## src/rtl/blink_pkg.sv

```systemverilog
`default_nettype none
// ============================================================================
// Module   : blink_pkg
// Brief    : Shared types and constants for the blink_ctrl LED controller:
//            mode encoding, FSM state encoding, default burst length and a
//            helper mapping a sampled mode onto its FSM state.
// Revision : 1.0 - initial release
// ============================================================================
package blink_pkg;

  // Encoding of the 2-bit mode input.
  typedef enum logic [1:0] {
    MODE_OFF   = 2'b00,
    MODE_BLINK = 2'b01,
    MODE_SOLID = 2'b10,
    MODE_BURST = 2'b11
  } mode_t;

  // LED controller FSM states, one per mode.
  typedef enum logic [1:0] {
    S_OFF   = 2'b00,
    S_BLINK = 2'b01,
    S_SOLID = 2'b10,
    S_BURST = 2'b11
  } state_t;

  // Default on-window length (in ticks) of BURST mode.
  localparam int c_burst_len_default = 4;

  // State the FSM should occupy for a given sampled mode.
  function automatic state_t mode_to_state(input mode_t m);
    state_t s;
    case (m)
      MODE_BLINK: s = S_BLINK;
      MODE_SOLID: s = S_SOLID;
      MODE_BURST: s = S_BURST;
      default:    s = S_OFF;
    endcase
    return s;
  endfunction

endpackage
`default_nettype wire

```

## src/rtl/sync_edge.sv

```systemverilog
`default_nettype none
// ============================================================================
// Module   : sync_edge
// Brief    : Brings an asynchronous level into the clk domain through a
//            2-flop synchronizer and emits a registered one-cycle pulse on
//            each synchronized rising edge.  The pulse rises on the 2nd clk
//            edge after the first edge that samples async_in high.
// Revision : 1.0 - initial release
// ============================================================================
module sync_edge (
  input  logic clk,
  input  logic reset,
  input  logic async_in,
  output logic rise_pulse
);

  logic r_sync1;
  logic r_sync2;
  logic r_prev;
  logic r_rise;

  // Two-stage synchronizer; r_sync1 may go metastable, r_sync2 is clean.
  always_ff @(posedge clk or posedge reset) begin
    if (reset) begin
      r_sync1 <= 1'b0;
      r_sync2 <= 1'b0;
    end else begin
      r_sync1 <= async_in;
      r_sync2 <= r_sync1;
    end
  end

  // Edge detector: remember the last synchronized level and register the
  // low-to-high transition.  Because the history flop resets to 0, a level
  // already high at reset release is reported as a rising edge.
  always_ff @(posedge clk or posedge reset) begin
    if (reset) begin
      r_prev <= 1'b0;
      r_rise <= 1'b0;
    end else begin
      r_prev <= r_sync2;
      r_rise <= r_sync2 & ~r_prev;
    end
  end

  assign rise_pulse = r_rise;

endmodule
`default_nettype wire

```

## src/rtl/blink_ctrl.sv

```systemverilog
`default_nettype none
// ============================================================================
// Module   : blink_ctrl
// Brief    : LED controller paced by a slow external divider.  Each rising
//            edge of clk_divider becomes one registered tick; on each tick the
//            FSM samples mode and updates the LED (OFF / BLINK / SOLID /
//            BURST).  Between ticks every output and all state hold.
// Config   : BLINK_TICK_COUNT_EN - when defined, tick_count is an 8-bit
//            wrapping tick counter; otherwise the port is tied to zero.
// Revision : 1.0 - initial release
// ============================================================================
module blink_ctrl
  import blink_pkg::*;
#(
  parameter int BURST_LEN = c_burst_len_default
) (
  input  logic       clk,
  input  logic       reset,
  input  logic       clk_divider,
  input  logic [1:0] mode,
  output logic       led,
  output logic       tick,
  output logic [7:0] tick_count
);

  // Burst phase runs over one on-window plus one off-window.
  localparam int c_period = 2 * BURST_LEN;
  localparam int c_p_w    = $clog2(c_period);
  localparam logic [c_p_w-1:0] c_p_last = c_p_w'(c_period - 1);
  localparam logic [c_p_w-1:0] c_on_len = c_p_w'(BURST_LEN);

  logic             w_rise;
  state_t           w_sampled;
  state_t           r_state;
  state_t           w_state_nxt;
  logic             r_led;
  logic             w_led_nxt;
  logic [c_p_w-1:0] r_p;
  logic [c_p_w-1:0] w_p_nxt;
  logic             r_tick;

  sync_edge u_sync_edge (
    .clk        (clk),
    .reset      (reset),
    .async_in   (clk_divider),
    .rise_pulse (w_rise)
  );

  // FSM state, LED and burst phase registers; the tick is the rise pulse
  // delayed by one cycle so it lands on the same edge as the LED update.
  always_ff @(posedge clk or posedge reset) begin
    if (reset) begin
      r_state <= S_OFF;
      r_led   <= 1'b0;
      r_p     <= '0;
      r_tick  <= 1'b0;
    end else begin
      r_state <= w_state_nxt;
      r_led   <= w_led_nxt;
      r_p     <= w_p_nxt;
      r_tick  <= w_rise;
    end
  end

  // Next-state logic: everything holds unless this edge is a tick.  A tick
  // whose mode differs from the current state restarts in the new state;
  // otherwise the current state advances its own LED pattern.
  always_comb begin
    w_sampled   = mode_to_state(mode_t'(mode));
    w_state_nxt = r_state;
    w_led_nxt   = r_led;
    w_p_nxt     = r_p;
    if (w_rise) begin
      if (w_sampled != r_state) begin
        w_state_nxt = w_sampled;
        w_led_nxt   = (w_sampled != S_OFF);
        w_p_nxt     = '0;
      end else begin
        case (r_state)
          S_OFF:   w_led_nxt = 1'b0;
          S_SOLID: w_led_nxt = 1'b1;
          S_BLINK: w_led_nxt = ~r_led;
          S_BURST: begin
            w_p_nxt   = (r_p == c_p_last) ? '0 : r_p + c_p_w'(1);
            // Pulses on even phases inside the on-window only.
            w_led_nxt = (w_p_nxt < c_on_len) && !w_p_nxt[0];
          end
          default: w_led_nxt = 1'b0;
        endcase
      end
    end
  end

  assign led  = r_led;
  assign tick = r_tick;

`ifdef BLINK_TICK_COUNT_EN
  logic [7:0] r_tick_count;

  // Running tick counter, wraps from 255 to 0 by natural overflow.
  always_ff @(posedge clk or posedge reset) begin
    if (reset) begin
      r_tick_count <= 8'd0;
    end else if (w_rise) begin
      r_tick_count <= r_tick_count + 8'd1;
    end
  end

  assign tick_count = r_tick_count;
`else
  assign tick_count = 8'd0;
`endif

endmodule
`default_nettype wire

```

## config.mk

```make
export PLATFORM = sky130hd
export DESIGN_NAME = blink_ctrl
export DESIGN_NICKNAME = d
export VERILOG_FILES = /design/src/rtl/blink_pkg.sv /design/src/rtl/sync_edge.sv /design/src/rtl/blink_ctrl.sv
export SDC_FILE = /design/constraint.sdc
export NUM_CORES = 1
export LEC_CHECK = 0
export CAP_MARGIN = 5
export CORE_AREA = 2 2 39 41
export DETAILED_ROUTE_END_ITERATION = 10
export DIE_AREA = 0 0 41 43
export PLACE_DENSITY = 0.68
export SETUP_SLACK_MARGIN = 0.3
export SLEW_MARGIN = 10
export SYNTH_ARGS = -nofsm -noshare
export SYNTH_HDL_FRONTEND = slang
export SYNTH_SLANG_ARGS = --single-unit
```

## constraint.sdc

```tcl
create_clock -name clk -period 3.4 [get_ports clk]
set_clock_uncertainty 0.05 [all_clocks]
set_input_delay 0.34 -clock clk [delete_from_list [all_inputs] [get_ports clk]]
set_output_delay 0.34 -clock clk [all_outputs]
set_load 0.01 [all_outputs]
```

# Word-level counts from Yosys, hierarchy flattened
# Cells that the tools add are included.
# op_classes
order_cmp	1
n_reduce_logical	7
n_addsub	1
eq_ne	8
muxes	6
n_bitwise	3
# op_table
op	count
$mux 3	3
$eq 2x2->1 const B	4
$pmux 2 s3	1
$eq 2x1->1 const B	2
$pmux 1 s4	1
$reduce_and 2->1	2
$reduce_bool 2->1	2
$add 3x1->3 const B	1
$eq 3x3->1 const B	1
$lt 3x3->1 const B	1
$logic_not 2->1	1
$ne 2x2->1	1
$not 1->1	2
$and 1x1->1	1
$logic_and 1x1->1	1
$logic_not 1->1	1
$mux 1	1
# word_totals
word_cells	34
regBits	11

# Depth between registers and ports, before layout
# logic_depth
depth_word	6
mapped_depth	5

# By module
# Synthesis repeated with hierarchy kept, for this count alone.
# hier_totals
cells_unflattened	42
hier_area_um2	525.5
# modules_own_cells
module	seq_area_each_um2	area_per_inst_um2	cells_per_inst	n_inst
blink_ctrl	175.2	407.9	36	1
sync_edge	100.1	117.6	6	1

# Worst setup path before layout
# OpenSTA, ideal clock, no wires.
# synth_timing
path_kind	reg-to-reg
start	register r_p[0]
end	register r_led, in the netlist led
path_buffers	0
slack_ps	2122
required_ps	3230
setup_ps	120
t_arrival_ps	1108
path_stages_with_launch	5
cell_sequence	dfrtp_1 -> ha_1 -> ha_1 -> o21bai_1 -> a31o_1
# synth_between
elab_chain_cells	6
# synth_lines
element	line_no	text
start: declaration	blink_ctrl.sv:38	logic [c_p_w-1:0] r_p;
start signal: assignment	blink_ctrl.sv:60	r_p <= w_p_nxt;
$add 3x1->3 or $eq 3x3->1 (tied branches)	blink_ctrl.sv:84	w_p_nxt = (r_p == c_p_last) ? '0 : r_p + c_p_w'(1);
$mux 3 (*)	blink_ctrl.sv:84	
$lt 3x3->1 or $logic_not 1->1 (tied branches)	blink_ctrl.sv:86	w_led_nxt = (w_p_nxt < c_on_len) && !w_p_nxt[0];
$logic_and 1x1->1 (*)	blink_ctrl.sv:86	
$pmux 1 s4 (*)	blink_ctrl.sv:79	case (r_state)
$mux 1 (*)	blink_ctrl.sv:74	if (w_sampled != r_state) begin
end signal: assignment	blink_ctrl.sv:59	r_led <= w_led_nxt;
end: declaration	blink_ctrl.sv:36	logic r_led;
# Every way passes the cells marked *; elsewhere a longest branch is shown, timed or not.
# A chain may end at the register's enable or synchronous reset.

# Final worst setup path
# layout_timing
start	register r_led, in the netlist led
end	output port led
# layout_lines
element	line_no	text
end: declaration	blink_ctrl.sv:21	output logic led,
# No word-level cell between the ends.

==> reports/results.tsv <==
stage	metric	value	unit
timing	finalSetupTns	0	ns
worst_setup_path	cp-start-kind	register	
die	die_area	1760	um^2
grt	grt_use_total	10.7	%
final_layout	syn2layout_area_growth	14.2	%
route	via_count	293	
worst_setup_path	path_buf_inv	1	
final_layout	drive_gt1_share	18.0	%
worst_setup_path	worst_setup_path_end_kind	output pin	
synthesis	synth_area_leaders	dfrtp_1 (53%), buf_4 (12%), a22o_1 (5.0%)	
route	wl	677	um
synthesis	ys_warn_count	0	
cts	post_cts_buffers	0	
worst_setup_path	cp_data_arrival_time	1.20	ns
hold_path	hold_class	input pin to asynchronous set/reset pin	
place	place_congestion	0.693	
pwr	ir_drop	0.293	mV
timing	period_needed	1.59	ns
route	vias_per_cell	4.44	
synthesis	postSynthCellCount	41	
synthesis	ys_types	17	
cts	h-tree-depth	1	
synthesis	synth-main-ff-cell	dfrtp_1	
synthesis	synth-edff-count	0	
synthesis	synth-xor-area-share	1.68	%
outcome	status	complete, no violations	
cts	cts_tree	built	
place	hpwl	518	um
die	start_util	37.6	%
synthesis	yosys-mux-area-fraction	4.33	%
place	pre_cts_ws	1.77	ns
cts	clock_latency	0.26	ns
pwr	p_leak	0.000279	uW
synthesis	yosys.area_share.simple	9.62	%
synthesis	synth_top_area_share	52.9	%
route	drt_iter0_drc	2	
worst_setup_path	cp_cell_sequence	clkdlybuf4s50_1	
timing	hold_viol_final	0	
synthesis	synth_area	520	um^2
worst_setup_path	crit_fanout	3	
synthesis	synth_top_family_by_area	buffers and inverters	
final_layout	final_nets	58	
die	die_h	43	um
route	dr_wl_met2	355	um
grt	grt-ovfl-total	0	
route	drt-met1-wl	284	um
cts	cts_root_buf	clkbuf_4	
worst_setup_path	rr_worst_depth	5	
cts	cts-resized-gates	0	
synthesis	yosysTopAreaCell	dfrtp_1	
synthesis	async_reset_ff_share	100	%
worst_setup_path	path_class	register to output pin	
pwr	pwr_density_cell	462	nW/um^2
cts	clock-sinks	11	
synthesis	synthAdderAreaFrac	4.81	%
timing	finalSetupViolations	0	
worst_setup_path	path_depth	1	
grt	grt_start_max_net_pins	12	
timing	fin_crit_sh	46.8	%
run	max_cap_viol_count	0	
die	die_width	41	um
route	ant_nets	0	
grt	grt_first_pass_wirelength	1230	um
synthesis	avgSynthCellArea	12.7	um^2
timing	slew_viol_final	0	
place	portBuffers	6	
timing	fmax	0.628	GHz
route	dr_wl_met3	28	um
die	core_area	1380	um^2
synthesis	ys_seq_area_share	52.9	%
worst_setup_path	max_stage_delay	0.56	ns
grt	grt_pass1_vias	305	
worst_setup_path	cp_data_required_time	3.01	ns
synthesis	synth_compound_area_share	13.0	%
route	detail_route.wl_per_cell	10.3	um
worst_setup_path	slowest_stage	clkdlybuf4s50_1	
route	dr.pass1.iters	2	
grt	antenna_found_initial	0	
final_layout	num_antenna_cells	0	
route	highest_layer	met4	
route	drc	0	
cts	clk_pin_slew	0.07	ns
worst_setup_path	cpLargestDelayFamily	buffers and inverters	
synthesis	synth_most_common_cell	dfrtp_1	
die	ios	15	
timing	rsz0062_at_grt	false	
cts	cts_hold_buf	0	
cts	cts_buffers	3	
timing	worst_slack	1.81	ns
die	rows	14	
synthesis	synth_seq_cells	11	
cts	clk_path_buf_depth	2	
synthesis	synth_commonest_cells	dfrtp_1 (11), buf_4 (8), a22o_1 (3)	
power by group:
group | total (uW) | internal, uW | switching [uW]
logic | 36.5 | 20.1 | 16.4
registers | 150 | 140 | 9.62
clock network | 88.1 | 43.4 | 44.7
total | 275 | 204 | 70.8
worst paths after layout:
| kind | startpoint | to | slack (ns) |
|---|---|---|---|
| setup / recovery | led$_DFFE_PP0P_ | led | 1.81 |
| hold / removal | reset | r_p[0]$_DFFE_PP0P_ | 0.31 |
| setup reg to reg | r_p[0]$_DFFE_PP0P_ | led$_DFFE_PP0P_ | 2.03 |
| hold reg to reg | u_sync_edge.r_sync1$_DFF_PP0_ | u_sync_edge.r_sync2$_DFF_PP0_ | 0.31 |
| max in group asynchronous | reset | r_state[1]$_DFFE_PP0P_ | 2.71 |
| min in group clk | u_sync_edge.r_sync1$_DFF_PP0_ | u_sync_edge.r_sync2$_DFF_PP0_ | 0.31 |
flip-flops by register name, summed over array words and instances, names as in the netlist:
register,cells
u_sync_edge.r_sync1,1
r_state,2
u_sync_edge.r_sync2,1
r_p,3
tick,1
led,1
u_sync_edge.r_prev,1
u_sync_edge.rise_pulse,1
cell families after synthesis:
logic type               count (synthesis)
XOR/XNOR                                 1
other                                    1
AO/OA/AOI/OAI                            7
AND/OR/NAND/NOR                          7
multiplexers                             2
flip-flops                              11
buffers and inverters                   10
adder cells (fa/ha/maj)                  2
routing by layer:
metal | vias up | GRT usage [%]
li1 | 144 | -
met1 | 139 | 11.4
met2 | 8 | 16.6
met3 | 2 | 3.14
met4 | 0 | 8.00
met5 | - | 0
metrics by stage:
step / util [%] / cell area (um^2) / cells / hold WS [ns] / power [uW]
after floorplan: - / 547 / 48 / 0.142 / 181
after global placement: 41.0 / 567 / 62 / 0.285 / 188
after detailed placement: 41.0 / 567 / 62 / 0.290 / 189
after CTS: 42.9 / 594 / 66 / 0.307 / 279
after global routing: 42.9 / 594 / 66 / 0.323 / 294
final: 42.9 / 594 / 66 / 0.305 / 275
layout make-up:
class                   count  area [um^2]
clock buffers               3         22.5
well taps                  16         20.0
flip-flops and latches     11          275
inverters                   2         7.51
repair buffers              6         60.1
multi-input cells          27          204
clock inverters             1         5.00
fillers                   138          790
cell usage in the layout (no fill, tap or decap), types with 2 or more instances in the layout:
cell / count
mux2_2: 2
nor2b_1: 2
conb_1: 8
a22o_1: 3
dfrtp_1: 11
ha_1: 2
clkbuf_4: 3
nor2_1: 2
clkdlybuf4s50_1: 6
inv_1: 2
(Power assumes the default switching activity.)
